$ cat src/rtl/parameters.vh
// Shared ALU opcode encodings and the round-robin pointer encoding used by
// alu_arbiter. Included by every RTL file that decodes or drives an opcode.
`ifndef PARAMETERS_VH
`define PARAMETERS_VH

`define ADD  4'd0
`define SUB  4'd1
`define AND  4'd2
`define OR   4'd3
`define XOR  4'd4
`define SLL  4'd5
`define SRL  4'd6
`define SRA  4'd7
`define SLT  4'd8
`define SLTU 4'd9
`define EQ   4'd10
`define NE   4'd11
`define LT   4'd12
`define GE   4'd13
`define LTU  4'd14
`define GEU  4'd15

// Round-robin pointer: which port wins the next contended cycle.
`define ARB_P0 1'b0
`define ARB_P1 1'b1

`endif

$ cat src/rtl/alu.sv
// alu: purely combinational integer ALU.
// Ports:
//   i_op1, i_op2  operands (XLEN)
//   i_alu_ctrl    opcode, see parameters.vh
//   o_result      result; compare opcodes return 0/1 in bit 0
`include "parameters.vh"

module alu #(
    parameter int unsigned XLEN = 32
) (
    input  logic [XLEN-1:0] i_op1,
    input  logic [XLEN-1:0] i_op2,
    input  logic [3:0]      i_alu_ctrl,
    output logic [XLEN-1:0] o_result
);

    localparam int unsigned SH_W = $clog2(XLEN);

    logic [SH_W-1:0] shamt;

    assign shamt = i_op2[SH_W-1:0];

    always_comb begin
        o_result = '0;
        case (i_alu_ctrl)
            `ADD:    o_result = i_op1 + i_op2;
            `SUB:    o_result = i_op1 - i_op2;
            `AND:    o_result = i_op1 & i_op2;
            `OR:     o_result = i_op1 | i_op2;
            `XOR:    o_result = i_op1 ^ i_op2;
            `SLL:    o_result = i_op1 << shamt;
            `SRL:    o_result = i_op1 >> shamt;
            `SRA:    o_result = $unsigned($signed(i_op1) >>> shamt);
            `SLT:    o_result[0] = ($signed(i_op1) < $signed(i_op2));
            `SLTU:   o_result[0] = (i_op1 < i_op2);
            `EQ:     o_result[0] = (i_op1 == i_op2);
            `NE:     o_result[0] = (i_op1 != i_op2);
            `LT:     o_result[0] = ($signed(i_op1) < $signed(i_op2));
            `GE:     o_result[0] = ($signed(i_op1) >= $signed(i_op2));
            `LTU:    o_result[0] = (i_op1 < i_op2);
            `GEU:    o_result[0] = (i_op1 >= i_op2);
            default: o_result = '0;
        endcase
    end

endmodule

$ cat src/rtl/alu_arbiter.sv
// alu_arbiter: shares one combinational alu between the execute stage (port 0)
// and the branch/compare unit (port 1). Each port has a valid/ready request
// handshake and a one-entry registered response slot drained by its own
// valid/ready handshake. Contention is resolved round-robin (or port 0 fixed
// priority) and counted in a saturating counter.
// Ports:
//   i_clk, i_rst_n                    clock, async active-low reset
//   i_reqN_valid / o_reqN_ready       request handshake, N = 0,1
//   i_reqN_op1, i_reqN_op2            operands (XLEN)
//   i_reqN_alu_ctrl                   opcode (parameters.vh)
//   o_rspN_valid / i_rspN_ready       response slot handshake
//   o_rspN_result                     registered alu result for port N
//   o_conflict_cnt                    cycles with both requests valid (saturating)
`include "parameters.vh"

module alu_arbiter #(
    parameter int unsigned XLEN       = 32,
    parameter int unsigned CNT_W      = 16,
    parameter int unsigned FIXED_PRIO = 0
) (
    input  logic             i_clk,
    input  logic             i_rst_n,
    input  logic             i_req0_valid,
    output logic             o_req0_ready,
    input  logic [XLEN-1:0]  i_req0_op1,
    input  logic [XLEN-1:0]  i_req0_op2,
    input  logic [3:0]       i_req0_alu_ctrl,
    input  logic             i_req1_valid,
    output logic             o_req1_ready,
    input  logic [XLEN-1:0]  i_req1_op1,
    input  logic [XLEN-1:0]  i_req1_op2,
    input  logic [3:0]       i_req1_alu_ctrl,
    output logic             o_rsp0_valid,
    input  logic             i_rsp0_ready,
    output logic [XLEN-1:0]  o_rsp0_result,
    output logic             o_rsp1_valid,
    input  logic             i_rsp1_ready,
    output logic [XLEN-1:0]  o_rsp1_result,
    output logic [CNT_W-1:0] o_conflict_cnt
);

    logic             rsp0_valid_q, rsp0_valid_d;
    logic             rsp1_valid_q, rsp1_valid_d;
    logic [XLEN-1:0]  rsp0_result_q, rsp0_result_d;
    logic [XLEN-1:0]  rsp1_result_q, rsp1_result_d;
    logic             rr_q, rr_d;
    logic [CNT_W-1:0] cnt_q, cnt_d;

    logic             can0, can1;
    logic             want0, want1;
    logic             prefer1;
    logic             grant0, grant1;
    logic             contend;
    logic [XLEN-1:0]  alu_op1, alu_op2, alu_result;
    logic [3:0]       alu_ctrl;

    // A slot can take a new result when empty or when it is draining this cycle.
    always_comb begin
        can0    = !rsp0_valid_q || i_rsp0_ready;
        can1    = !rsp1_valid_q || i_rsp1_ready;
        want0   = i_req0_valid && can0;
        want1   = i_req1_valid && can1;
        prefer1 = (FIXED_PRIO == 0) && (rr_q == `ARB_P1);
        // Port 1 wins a two-way tie only when the pointer says so; a port whose
        // slot cannot accept never blocks the other one.
        grant0  = want0 && (!want1 || !prefer1);
        grant1  = want1 && !grant0;
        contend = i_req0_valid && i_req1_valid;
    end

    assign o_req0_ready = grant0;
    assign o_req1_ready = grant1;

    // Operand mux defaults to port 0 when nothing is granted.
    always_comb begin
        alu_op1  = grant1 ? i_req1_op1      : i_req0_op1;
        alu_op2  = grant1 ? i_req1_op2      : i_req0_op2;
        alu_ctrl = grant1 ? i_req1_alu_ctrl : i_req0_alu_ctrl;
    end

    alu #(
        .XLEN (XLEN)
    ) u_alu (
        .i_op1      (alu_op1),
        .i_op2      (alu_op2),
        .i_alu_ctrl (alu_ctrl),
        .o_result   (alu_result)
    );

    always_comb begin
        rsp0_valid_d  = rsp0_valid_q;
        rsp0_result_d = rsp0_result_q;
        rsp1_valid_d  = rsp1_valid_q;
        rsp1_result_d = rsp1_result_q;
        rr_d          = rr_q;
        cnt_d         = cnt_q;

        if (grant0) begin
            rsp0_valid_d  = 1'b1;
            rsp0_result_d = alu_result;
        end else if (rsp0_valid_q && i_rsp0_ready) begin
            rsp0_valid_d  = 1'b0;
        end

        if (grant1) begin
            rsp1_valid_d  = 1'b1;
            rsp1_result_d = alu_result;
        end else if (rsp1_valid_q && i_rsp1_ready) begin
            rsp1_valid_d  = 1'b0;
        end

        if (contend) begin
            if (grant0 || grant1) begin
                rr_d = grant0 ? `ARB_P1 : `ARB_P0;
            end
            if (cnt_q != '1) begin
                cnt_d = cnt_q + CNT_W'(1);
            end
        end
    end

    always_ff @(posedge i_clk or negedge i_rst_n) begin
        if (!i_rst_n) begin
            rsp0_valid_q  <= 1'b0;
            rsp0_result_q <= '0;
            rsp1_valid_q  <= 1'b0;
            rsp1_result_q <= '0;
            rr_q          <= `ARB_P0;
            cnt_q         <= '0;
        end else begin
            rsp0_valid_q  <= rsp0_valid_d;
            rsp0_result_q <= rsp0_result_d;
            rsp1_valid_q  <= rsp1_valid_d;
            rsp1_result_q <= rsp1_result_d;
            rr_q          <= rr_d;
            cnt_q         <= cnt_d;
        end
    end

    assign o_rsp0_valid   = rsp0_valid_q;
    assign o_rsp0_result  = rsp0_result_q;
    assign o_rsp1_valid   = rsp1_valid_q;
    assign o_rsp1_result  = rsp1_result_q;
    assign o_conflict_cnt = cnt_q;

endmodule
$ cat config.mk
export PLATFORM = sky130hd
export DESIGN_NAME = alu_arbiter
export DESIGN_NICKNAME = d
export VERILOG_FILES = /design/src/rtl/alu.sv /design/src/rtl/alu_arbiter.sv
export VERILOG_INCLUDE_DIRS = /design/src /design/src/rtl
export SDC_FILE = /design/constraint.sdc
export NUM_CORES = 1
export LEC_CHECK = 0
export CORE_ASPECT_RATIO = 0.5
export CORE_UTILIZATION = 42
export DETAILED_ROUTE_END_ITERATION = 8
export HOLD_SLACK_MARGIN = 0.02
export PLACE_DENSITY = 0.66
export SYNTH_ARGS = -nofsm -noshare
export SYNTH_HDL_FRONTEND = slang
export SYNTH_SLANG_ARGS = --single-unit
$ cat constraint.sdc
create_clock -name i_clk -period 4.9 [get_ports i_clk]
set_input_delay 0.735 -clock i_clk [delete_from_list [all_inputs] [get_ports i_clk]]
set_output_delay 0.735 -clock i_clk [all_outputs]
set_load 0.05 [all_outputs]
==> run_results.csv <==
group,metric,value,unit
synthesis,syn_area_per_cell,7.346,um2
job,max_cap_violations,0,
detailed_routing,routed_wl,89460,um
cts,path_clk_slew,0.08,ns
detailed_routing,ant_nets,0,
finish,syn_to_final_growth,41.74,%
die,initial_core_util,43.31,%
cts,numCtsBuffers,9,
die,die_x,281.9,um
outcome,status,"finished with violations",
synthesis,yosysSeqAreaShare,12.63,%
die,dieHeight,141.9,um
synthesis,synth_top_cell_area_share,14.91,%
sta,setup_viol_count_final,2,
pwr,power_density,333.0,nW/um2
finish,final_area,23310,um2
cts,worstSkewPairLatency,0.36,ns
detailed_routing,drt_first_iter_violations,2900,
placed_design,dp_cells,3250,
detailed_routing,wl_per_cell,27.27,um
finish,drive_gt1_share,26.20,%
cts,cts_max_level,3,
sta,tightest_slew,1.272,ns
synthesis,yosysWarnings,0,
detailed_routing,drc,0,
global_routing,grt_max_degree,84,
cts,holdBufCountCts,0,
worst_setup_path,cp.arrival,5.18,ns
finish,fillers,3549,
global_routing,antenna_found_initial,8,
sta,max_freq,202.9,MHz
synthesis,synth_seq_cells,83,
synthesis,netlist_top_cells_area,"mux2i_1, dfrtp_1, nand2_1, ha_1, mux2_2",
global_routing,grt_pass1_wl,128400,um
worst_setup_path,crit_fanout,16,
sta,period_needed,4.928,ns
finish,fin_nets,2993,
detailed_routing,first_pass_iters,7,
sta,hold_viol_final,0,
synthesis,yosysTopAreaCell,"mux2i_1",
cts,clk_path_buf_depth,2,
synthesis,synth_area,16450,um2
placed_design,dp_hpwl,72440,um
pwr,ir_drop,184.3,uV
sta,setup_ws,-0.02817,ns
synthesis,synth_most_common_cell,"nand2_1",
finish,stdcell_count,3281,
global_routing,grt_pass1_vias,19037,
cts,cts.sinks,83,
synthesis,synthTopCellsByCount,"nand2_1, mux2i_1, a21oi_1, nor2_1, o21ai_0",
placed_design,numPortBuffers,225,
placed_design,dpl-instance-area,22190,um2
cts,clockRootBuffer,"clkbuf_16",
die,core-area,37970,um2
sta,slew_headroom,14.49,%
sta,setup_tns,-0.03624,ns
placed_design,gp_routability_congestion,1.121,
synthesis,synth_cell_types,88,
die,ioPinCount,226,
cts,cts_tree,"yes",
detailed_routing,vias,21127,
synthesis,async_flop_share,100.0,%
worst_setup_path,end_kind,"register",
synthesis,mappedNetlistNets,2481,
global_routing,grt.total_usage,43.22,%
worst_hold_path,min_path_type,"reg2reg",
sta,finalMaxSlewViolations,0,
worst_setup_path,cp-start-kind,"input port",
sta,finalCritPeriodShare,100.6,%
sta,clock_skew,0.01913,ns
worst_setup_path,worstPathRequired,5.15,ns
outcome,failed_checks,"setup timing",
die,rows,50,
global_routing,grt_overflow_total,0,
synthesis,synth_cells,2239,
detailed_routing,avgViaCountPerCell,6.439,
worst_setup_path,critical_path_class,"in2reg",
die,die_area,40000,um2
synthesis,synth_edf_count,0,
synthesis,synthFlopType,"dfrtp_1",
pwr,p_leak,10.52,nW
-- stage by stage --
step	hold slack, ns	power, mW	setup slack, ns	util, %
final	0.4839	7.763	-0.02817	61.39
after global routing	0.5065	8.044	-0.01497	61.36
after CTS	0.4861	7.333	0.006289	59.71
after detailed placement	0.4714	6.541	-1.017	58.44
after global placement	0.4637	6.516	-0.9216	58.44
after floorplan	0.4394	4.006	0.002058	-
-- flip-flops by register name, indices dropped and copies added (netlist names) --
name / flops
o_rsp1_result: 32
o_rsp1_valid: 1
o_rsp0_result: 32
o_rsp0_valid: 1
o_conflict_cnt: 16
prefer1: 1
-- final timing paths --
kind	from	endpoint	slack, ns	depth (start not counted)
min in group asynchronous	i_rst_n	o_conflict_cnt[9]	0.57	1
worst min-delay path	o_rsp1_result[18]	o_rsp1_result[18]	0.48	2
worst max register to register	prefer1	o_rsp1_result[21]	0.37	17
worst min register to register	o_rsp1_result[18]	o_rsp1_result[18]	0.48	2
worst max-delay path	i_req0_valid	o_rsp1_result[21]	-0.03	18
max in group asynchronous	i_rst_n	o_rsp1_result[3]	3.64	1
-- report_power, final --
group,total [mW],internal [mW],switching [mW]
Clock,0.705,0.362,0.343
Combinational,6.07,2.43,3.64
Sequential,0.986,0.857,0.129
Total,7.76,3.65,4.11
-- layer usage --
| metal | track usage, % | up-vias | share of wire (%) |
|---|---|---|---|
| met4 | 9.096 | 4 | 2.4 |
| met5 | 0 | - | 0.13 |
| met1 | 64.25 | 10155 | 44 |
| li1 | - | 9327 | - |
| met3 | 16.00 | 173 | 15 |
| met2 | 57.65 | 1468 | 38 |
-- timing repair --
action / in CTS / in global routing
gates cloned: 0 / 1
setup buffers: 2 / 8
gates resized for setup: 35 / 106
pin swaps: 6 / 19
endpoints found under the setup margin: 39 / 39
endpoints found under the hold margin: 0 / 0
-- logic make-up after synthesis --
family,synth area share (%)
AOI/OAI and AO/OA,26.31
and+or+nand+nor,20.65
adders and majority gates,7.699
muxes,23.86
buffers and inverters,7.570
DFF,12.63
xor gates and xnor gates,1.278
-- final cells by class --
| type | count | area (um2) | area share, % |
|---|---|---|---|
| multi-input combinational | 1865 | 13980 | 59.97 |
| timing repair buffer | 676 | 5841 | 25.05 |
| sequential | 83 | 2077 | 8.909 |
| tap | 520 | 650.6 | 2.791 |
| inverter | 115 | 444.2 | 1.905 |
| clock buffer | 9 | 225.2 | 0.9661 |
| clock inverter | 7 | 73.82 | 0.3167 |
| antenna | 5 | 12.51 | 0.05367 |
| timing repair inverter | 1 | 8.758 | 0.03757 |
-- placed cells by master, fill, tap and decap left out, types with 9 or more instances in the layout --
cell             Yosys  layout
a22o_1              25      25
mux2i_1            245     240
mux2_2             100      99
nand3_1             53      52
o21ai_0            119     111
nor2_1             135     134
nor2b_1             28      27
nand4_1             22      22
clkbuf_16            0       9
a31oi_1             23      20
buf_12               0      14
nand2_2              0      13
mux4_2              12      12
clkdlybuf4s50_1      0     219
ha_1                98      79
and3_1              23      23
o22ai_1             17      16
or3_1               17      17
nand2_1            347     332
a221o_1             10      10
o31ai_1             37      32
a221oi_1            22      17
dfrtp_1             83      83
o221ai_1            14      13
nor3_1              46      45
a211oi_1            39      36
a21oi_1            140     132
inv_1              109     107
a21o_1              20      19
xnor2_1             21      21
buf_4               11     430
o21bai_1             9       9
nand2b_1            21      20
ha_4                 0      14
o211ai_1            40      40
-- critical path, stage by stage --
cell and delay, ns:
clkdlybuf4s50_1 0.43, and2b_1 0.19, a211o_4 0.48, buf_12 0.22, nand2_1 0.07, nand2_1 0.21, ha_2 0.46, and3_1 0.25
nand2_1 0.17, a2111oi_4 0.35, or3b_4 0.26, a21oi_4 0.06, a221o_1 0.36, o21ai_2 0.11, buf_4 0.16, nand4_1 0.22
buf_6 0.23, a22o_1 0.19
(Power assumes the default switching activity.)
